File: src/rtl/skid_pipe_if.sv
// skid_pipe_if: upstream/downstream valid-ready handshake bundle for skid_pipe_reg
interface skid_pipe_if #(parameter int WIDTH = 32);
    logic in_valid, in_ready, out_valid, out_ready;
    logic [WIDTH-1:0] in_data, out_data;
    modport master(output in_valid, in_data, out_ready, input in_ready, out_valid, out_data);
    modport slave(input in_valid, in_data, out_ready, output in_ready, out_valid, out_data);
endinterface

File: src/rtl/skid_pipe_reg.sv
// skid_pipe_reg: two-entry skid pipeline register; SKID_PIPE_STALL_CNT_EN adds a saturating stall counter
module skid_pipe_reg #(parameter int WIDTH = 32) (
    input  logic clk,
    input  logic rst,
    input  logic flush,
`ifdef SKID_PIPE_STALL_CNT_EN
    output logic [15:0] stall_cnt,
`endif
    skid_pipe_if.slave bus
);
    typedef enum logic [1:0] {EMPTY, HALF, FULL} state_t;
    state_t state_q, state_d;
    logic [WIDTH-1:0] main_q, main_d, skid_q, skid_d;
    logic in_ready_q, in_ready_d;
    logic in_fire, out_fire, main_en, skid_en;
    always_ff @(posedge clk) begin
        if (rst) begin
            state_q <= EMPTY;
            in_ready_q <= 1'b1;
            main_q <= '0;
            skid_q <= '0;
        end else begin
            state_q <= state_d;
            in_ready_q <= in_ready_d;
            if (main_en) main_q <= main_d;
            if (skid_en) skid_q <= skid_d;
        end
    end
    always_comb begin
        in_fire = bus.in_valid & in_ready_q;
        out_fire = (state_q != EMPTY) & bus.out_ready;
        state_d = state_q;
        case (state_q)
            EMPTY: state_d = in_fire ? HALF : EMPTY;
            HALF: state_d = (in_fire & !out_fire) ? FULL : (!in_fire & out_fire) ? EMPTY : HALF;
            FULL: state_d = out_fire ? HALF : FULL;
            default: state_d = EMPTY;
        endcase
        if (flush) state_d = EMPTY;
        in_ready_d = state_d != FULL;
        // FULL refills the head from the skid entry; other states load the head from upstream
        main_en = !flush & ((state_q == EMPTY & in_fire) | (state_q == HALF & in_fire & out_fire) | (state_q == FULL & out_fire));
        main_d = (state_q == FULL) ? skid_q : bus.in_data;
        skid_en = !flush & (state_q == HALF) & in_fire & !out_fire;
        skid_d = bus.in_data;
    end
    always_comb begin
        bus.out_valid = state_q != EMPTY;
        bus.in_ready = in_ready_q;
        bus.out_data = main_q;
    end
`ifdef SKID_PIPE_STALL_CNT_EN
    logic [15:0] stall_cnt_q, stall_cnt_d;
    always_ff @(posedge clk) begin
        if (rst) stall_cnt_q <= '0;
        else stall_cnt_q <= stall_cnt_d;
    end
    always_comb begin
        stall_cnt_d = ((state_q != EMPTY) & !bus.out_ready & (stall_cnt_q != 16'hFFFF)) ? stall_cnt_q + 16'd1 : stall_cnt_q;
        stall_cnt = stall_cnt_q;
    end
`endif
endmodule

File: src/flat_wrapper.sv
// flat-port wrapper written by rule: the top's interface ports become plain ports
module skid_pipe_reg_flat 
#(parameter int WIDTH = 32)
  (clk, rst, flush, bus_in_valid, bus_in_data, bus_out_ready, bus_in_ready, bus_out_valid, bus_out_data);
  skid_pipe_if #(.WIDTH(WIDTH)) bus_i ();
  input  logic clk;
  input  logic rst;
  input  logic flush;
  input wire logic [$bits(bus_i.in_valid)-1:0] bus_in_valid;
  input wire logic [$bits(bus_i.in_data)-1:0] bus_in_data;
  input wire logic [$bits(bus_i.out_ready)-1:0] bus_out_ready;
  output wire logic [$bits(bus_i.in_ready)-1:0] bus_in_ready;
  output wire logic [$bits(bus_i.out_valid)-1:0] bus_out_valid;
  output wire logic [$bits(bus_i.out_data)-1:0] bus_out_data;
  assign bus_i.in_valid = bus_in_valid;
  assign bus_i.in_data = bus_in_data;
  assign bus_i.out_ready = bus_out_ready;
  assign bus_in_ready = bus_i.in_ready;
  assign bus_out_valid = bus_i.out_valid;
  assign bus_out_data = bus_i.out_data;
  skid_pipe_reg #(.WIDTH(WIDTH)) u_core (.clk(clk), .rst(rst), .flush(flush), .bus(bus_i));
endmodule
File: config.mk
export PLATFORM = sky130hd
export DESIGN_NAME = skid_pipe_reg_flat
export DESIGN_NICKNAME = d
export VERILOG_FILES = /design/src/rtl/skid_pipe_if.sv /design/src/rtl/skid_pipe_reg.sv /design/src/flat_wrapper.sv
export SDC_FILE = /design/constraint.sdc
export NUM_CORES = 1
export LEC_CHECK = 0
export CORE_UTILIZATION = 52
export DETAILED_ROUTE_END_ITERATION = 6
export GPL_TIMING_DRIVEN = 1
export PLACE_DENSITY = 0.81
export SYNTH_ARGS = -nofsm -noshare
export SYNTH_HDL_FRONTEND = slang
export SYNTH_SLANG_ARGS = --single-unit
File: constraint.sdc
create_clock -name clk -period 4.25 [get_ports clk]
set_input_delay 1.275 -clock clk [delete_from_list [all_inputs] [get_ports clk]]
set_output_delay 1.275 -clock clk [all_outputs]
set_load 0.005 [all_outputs]
==> flow_summary.toml, run 1 <==
[worst_setup_path]
crit_path_end_kind = "flop"
worst-endpoint-required_ns = 4.46
crit_slowest_cell = "or4_1"
path_cells = "clkdlybuf4s50_1 > nand2_1 > or4_1 > nand2_1 > a21oi_1"
start_kind = "input pin"
path_common_cell = "nand2_1"
slowest_delay_ns = 0.98
crit_fanout = 32
worstSetupPathType = "input pin to flop"
cp.arrival_ns = 3.28

[global_routing]
grt_antenna_before_repair = 0
grt_max_degree = 65
track_usage = 0.231
first_global_vias = 2116
grt_overflow_total = 0
grt_pass1_wl_microns = 9460

[cts]
cts_sinks = 67
root_buffer = "clkbuf_8"
cts_made_buffers = 9
clk_path_buf_depth = 2
post_cts_buffers = 0
clkLatencyLatePin_ns = 0.34
postCtsHoldBufs = 0
cts_max_level = 3
clk_pin_slew_ns = 0.06
ctsResizeCount = 0
tritoncts = "built"

[floorplan]
core_area_sq_um = 4850
io_pins = 71
rows = 25
die_width_microns = 73.8
start_util = 0.553
die-area_sq_um = 5450
die_y_microns = 73.8

[synthesis]
syn-mean-instance-area_sq_um = 8.91
yosys_warnings = 0
yosys-top-cells-area = "dfxtp_1 50%, mux2i_1 12%, nand2_1 9.1%"
ys_types = 22
synth_fp_nets = 338
yosys.area.top_type = "dfxtp_1"
ys_ff_latch = 67
synth_most_common_cell = "dfxtp_1"
synth_common_cells = "67 x dfxtp_1, 65 x nand2_1, 33 x a21oi_1, 33 x nor2_1"
synth_ff_type = "dfxtp_1"
syn_inst = 301
synth_top_cell_area_share = 0.500
synth_area_sq_um = 2680
synth_edf_count = 0
synth_seq_area_share = 0.500
async_reset_ff_frac = 0

[route]
via_count = 2295
vias_per_cell = 5.32
ant_nets = 0
avgRoutedWirePerCell_microns = 13.4
drt_wl_total_microns = 5770
drc = 0
dr.pass1.iters = 4
initialDrtViolationCount = 129

[pwr]
peakVddDrop_uv = 225
seqPwrFrac = 0.499
clockPowerShare = 0.372
power_switching_uw = 311
fin_total_pwr_mw = 1.35
power_leakage_nw = 1.44
p_per_area_nw_per_um2 = 378
intPower_mw = 1.04
switching_share = 0.231
pwr-share-comb = 0.128

[timing]
rsz0062_at_grt = "no"
finalSetupViolCount = 0
min_period_ns = 3.06
hold_violations = 0
fin_skew_ns = 0.00566
fmax_mhz = 327
slew_headroom = 0.279
fin_crit_sh = 0.720
slew_violations = 0
worst_slew_pin_slew_ns = 1.08
fin_setup_tns_ns = 0

[placement]
dp_cells = 417
port_buffers = 70
place.gp.congestion = 0.705
placed_area_sq_um = 3380
dp_hpwl_microns = 3630

[finish]
final_cells = 431
final_area_sq_um = 3560
antenna_cells = 0
drive_above_1_share = 0.0577
area_growth_pct = 32.7
fillCellCount = 377
nets = 398

[flow_run]
cap_violations = 0

[worst_hold_path]
hold_class = "flop to flop"

[outcome]
outcome = "finished clean"
registers in the layout, summed over array words and instances (netlist names):
| register | count |
|---|---|
| u_core.state_q | 2 |
| u_core.bus.out_data | 32 |
| u_core.skid_q | 32 |
| u_core.bus.in_ready | 1 |
cell type report:
type	count	area (sq um)	area share
Clock buffer	11	141	0.0397
Clock inverter	3	40.0	0.0112
Multi-Input combinational cell	210	1240	0.347
Sequential cell	67	1340	0.377
Tap cell	67	83.8	0.0235
Timing Repair Buffer	73	718	0.202
through the flow:
stage / util / hold slack (ns) / worst slack (ns)
global placement: 0.697 / 0.441 / 0.896
detailed placement: 0.697 / 0.446 / 0.843
CTS: 0.734 / 0.455 / 1.19
global route: 0.734 / 0.471 / 1.06
finish: 0.734 / 0.454 / 1.19
floorplan: - / 0.436 / 1.89
power by group through the flow:
stage | sequential (mW) | combinational (mW) | clock (mW)
2_1_floorplan | 0.686 | 0.0718 | 0
4_1_cts | 0.672 | 0.173 | 0.509
3_3_place_gp | 0.685 | 0.170 | 0
6_report | 0.672 | 0.173 | 0.501
5_1_grt | 0.675 | 0.191 | 0.535
3_5_place_dp | 0.686 | 0.172 | 0
worst max-delay path: cells and delay by family:
family	cells	cell delay [ns]
AND/OR/NAND/NOR	3	1.37
buffers and inverters	1	0.54
AO/OA/AOI/OAI	1	0.08
final timing paths:
path | from | end | slack, ns | depth (start not counted)
max | bus_in_valid | u_core.skid_q[23] | 1.19 | 5
min | u_core.skid_q[3] | u_core.skid_q[3] | 0.45 | 2
max reg2reg | u_core.state_q[1] | u_core.bus.in_ready | 2.24 | 3
min reg2reg | u_core.skid_q[3] | u_core.skid_q[3] | 0.45 | 2
routing by layer:
layer | vias to the layer above | track usage | part of all wire
met4 | 0 | 0.100 | 0.021
li1 | 1166 | - | -
met5 | - | 0 | 0
met1 | 1049 | 0.290 | 0.47
met3 | 17 | 0.0727 | 0.048
met2 | 63 | 0.366 | 0.46
placed cells by master (no fill, tap or decap), types with 2 or more instances in the layout:
cell type and instances:
nor2_1 33, clkbuf_8 10, clkinv_2 2, a211oi_1 32
clkdlybuf4s50_1 69, nand2_1 65, a21oi_1 33, mux2i_1 32
buf_4 3, or4_1 2, dfxtp_1 67
cell families (layout without fill, tap and decap cells):
group,count (synthesis),count (layout),share of synthesized area
muxes,32,32,0.119
and+or+nand+nor,109,109,0.169
AOI/OAI and AO/OA,69,69,0.168
DFF,67,67,0.500
buffers and inverters,24,87,0.0434
No activity file was read; power rests on OpenSTA's default activity.
==> run 2: changes to the inputs <==
--- a/config.mk
+++ b/config.mk
@@ -5,10 +5,10 @@
 export SDC_FILE = /design/constraint.sdc
 export NUM_CORES = 1
 export LEC_CHECK = 0
-export CORE_UTILIZATION = 52
+export CORE_UTILIZATION = 48
 export DETAILED_ROUTE_END_ITERATION = 6
 export GPL_TIMING_DRIVEN = 1
-export PLACE_DENSITY = 0.81
+export PLACE_DENSITY = 0.75
 export SYNTH_ARGS = -nofsm -noshare
 export SYNTH_HDL_FRONTEND = slang
 export SYNTH_SLANG_ARGS = --single-unit
==> constraint.sdc (replaced) <==
create_clock -name clk -period 3.15 [get_ports clk]
set_input_delay 0.945 -clock clk [delete_from_list [all_inputs] [get_ports clk]]
set_output_delay 0.945 -clock clk [all_outputs]
set_load 0.005 [all_outputs]
==> run 2 against run 1 <==
Largest power group unchanged. Register-to-register slack got worse by 1.0 ns. Final cell count increased by 0.93%. Highest routed layer unchanged. Hold slack got worse by 0.0014 ns.
==> flow_summary.toml, run 2 (synthesis results as in run 1) <==
[pwr]
power_switching_uw = 403
fin_total_pwr_mw = 1.72
power_leakage_nw = 1.43
switching_share = 0.234
intPower_mw = 1.32
seqPwrFrac = 0.526
p_per_area_nw_per_um2 = 484
peakVddDrop_uv = 254
clockPowerShare = 0.337
pwr-share-comb = 0.136

[global_routing]
first_global_vias = 2019
grt_max_degree = 65
grt_overflow_total = 0
grt_pass1_wl_microns = 9070
grt_antenna_before_repair = 0
track_usage = 0.193

[cts]
clk_path_buf_depth = 2
cts_made_buffers = 9
clk_pin_slew_ns = 0.06
clkLatencyLatePin_ns = 0.33
postCtsHoldBufs = 0
cts_max_level = 3
cts_sinks = 67
ctsResizeCount = 0
root_buffer = "clkbuf_8"
post_cts_buffers = 0
tritoncts = "built"

[worst_setup_path]
worst-endpoint-required_ns = 2.20
crit_path_end_kind = "primary output"
path_cells = "or2_2 > clkdlybuf4s50_1"
crit_fanout = 9
cp.arrival_ns = 1.49
slowest_delay_ns = 0.51
cp-startpoint = "u_core.state_q[1]"
start_kind = "flop"
worstSetupPathType = "flop to primary output"
crit_slowest_cell = "dfxtp_1"
reg2reg_from = "u_core.state_q[0]"

[route]
ant_nets = 0
initialDrtViolationCount = 104
dr.pass1.iters = 4
drc = 0
vias_per_cell = 5.19
avgRoutedWirePerCell_microns = 12.9
drt_wl_total_microns = 5600
via_count = 2256

[finish]
fillCellCount = 437
area_growth_pct = 32.7
nets = 400
layout_commonest_cell = "clkdlybuf4s50_1"
antenna_cells = 0
most-common-layout-cells = "69 x clkdlybuf4s50_1, 67 x dfxtp_1, 65 x nand2_1"
drive_above_1_share = 0.0548

[timing]
fmax_mhz = 410
fin_crit_sh = 0.774
fin_setup_tns_ns = 0
hold_violations = 0
slew_headroom = 0.409
min_period_ns = 2.44
worst_slew_pin_slew_ns = 0.886
fin_skew_ns = 0.00349
worst_slack_ns = 0.713
rsz0062_at_grt = "no"
finalSetupViolCount = 0
slew_violations = 0

[worst_hold_path]
hold_start = "u_core.skid_q[8]"
hold_class = "flop to flop"

[floorplan]
die_width_microns = 76.8
start_util = 0.512
die_y_microns = 76.8
rows = 26
io_pins = 71
core_area_sq_um = 5240
die-area_sq_um = 5890

[placement]
pre_cts_ws_ns = 0.433
port_buffers = 70
dp_hpwl_microns = 3470
place.gp.congestion = 0.711

[outcome]
outcome = "finished clean"

[flow_run]
cap_violations = 0
[run 2: cell count changes in the layout (fill, tap and decap cells not counted)]
cell	delta
clkinv_2	-2
clkbuf_1	+2
buf_4	+1
buf_12	+1
bufinv_16	-1
[run 2: power groups by stage]
| stage | Combinational (mW) | Sequential [mW] | Clock, mW |
|---|---|---|---|
| after floorplan | 0.0969 | 0.926 | 0 |
| after CTS | 0.237 | 0.906 | 0.593 |
| after detailed placement | 0.236 | 0.925 | 0 |
| final | 0.235 | 0.907 | 0.581 |
| after global routing | 0.255 | 0.911 | 0.628 |
| after global placement | 0.234 | 0.925 | 0 |
[run 2: worst max-delay path, delay by kind of cell (launching register included)]
kind | cells | cell delay, ns
simple gates | 1 | 0.17
flops | 1 | 0.51
buf+inv | 1 | 0.48
[run 2: layout make-up]
| type | instances | area (sq um) | share of cell area |
|---|---|---|---|
| flip-flops and latches | 67 | 1340 | 0.377 |
| multi-input cells | 210 | 1240 | 0.347 |
| clock buffers | 13 | 149 | 0.0418 |
| repair buffers | 75 | 746 | 0.209 |
| well taps | 70 | 87.6 | 0.0246 |
[run 2: layer usage]
metal / share of wire / track usage
met1: 0.49 / 0.243
met2: 0.43 / 0.299
met3: 0.059 / 0.0512
met4: 0.020 / 0.104
met5: 0 / 0
[run 2: through the flow]
| step | hold WS (ns) | std cells | area, sq um | util |
|---|---|---|---|---|
| CTS | 0.454 | 435 | 3560 | 0.680 |
| finish | 0.453 | 435 | 3560 | 0.680 |
| floorplan | 0.436 | 301 | 2680 | - |
| detailed placement | 0.446 | 422 | 3410 | 0.651 |
| global route | 0.469 | 435 | 3560 | 0.680 |
| global placement | 0.441 | 422 | 3410 | 0.651 |
[run 2: worst paths after layout]
| kind | to | slack, ns | cells after the start |
|---|---|---|---|
| min reg2reg | u_core.skid_q[8] | 0.45 | 2 |
| max reg2reg | u_core.bus.out_data[7] | 1.22 | 4 |
| min | u_core.skid_q[8] | 0.45 | 2 |
| max | bus_out_valid | 0.71 | 2 |
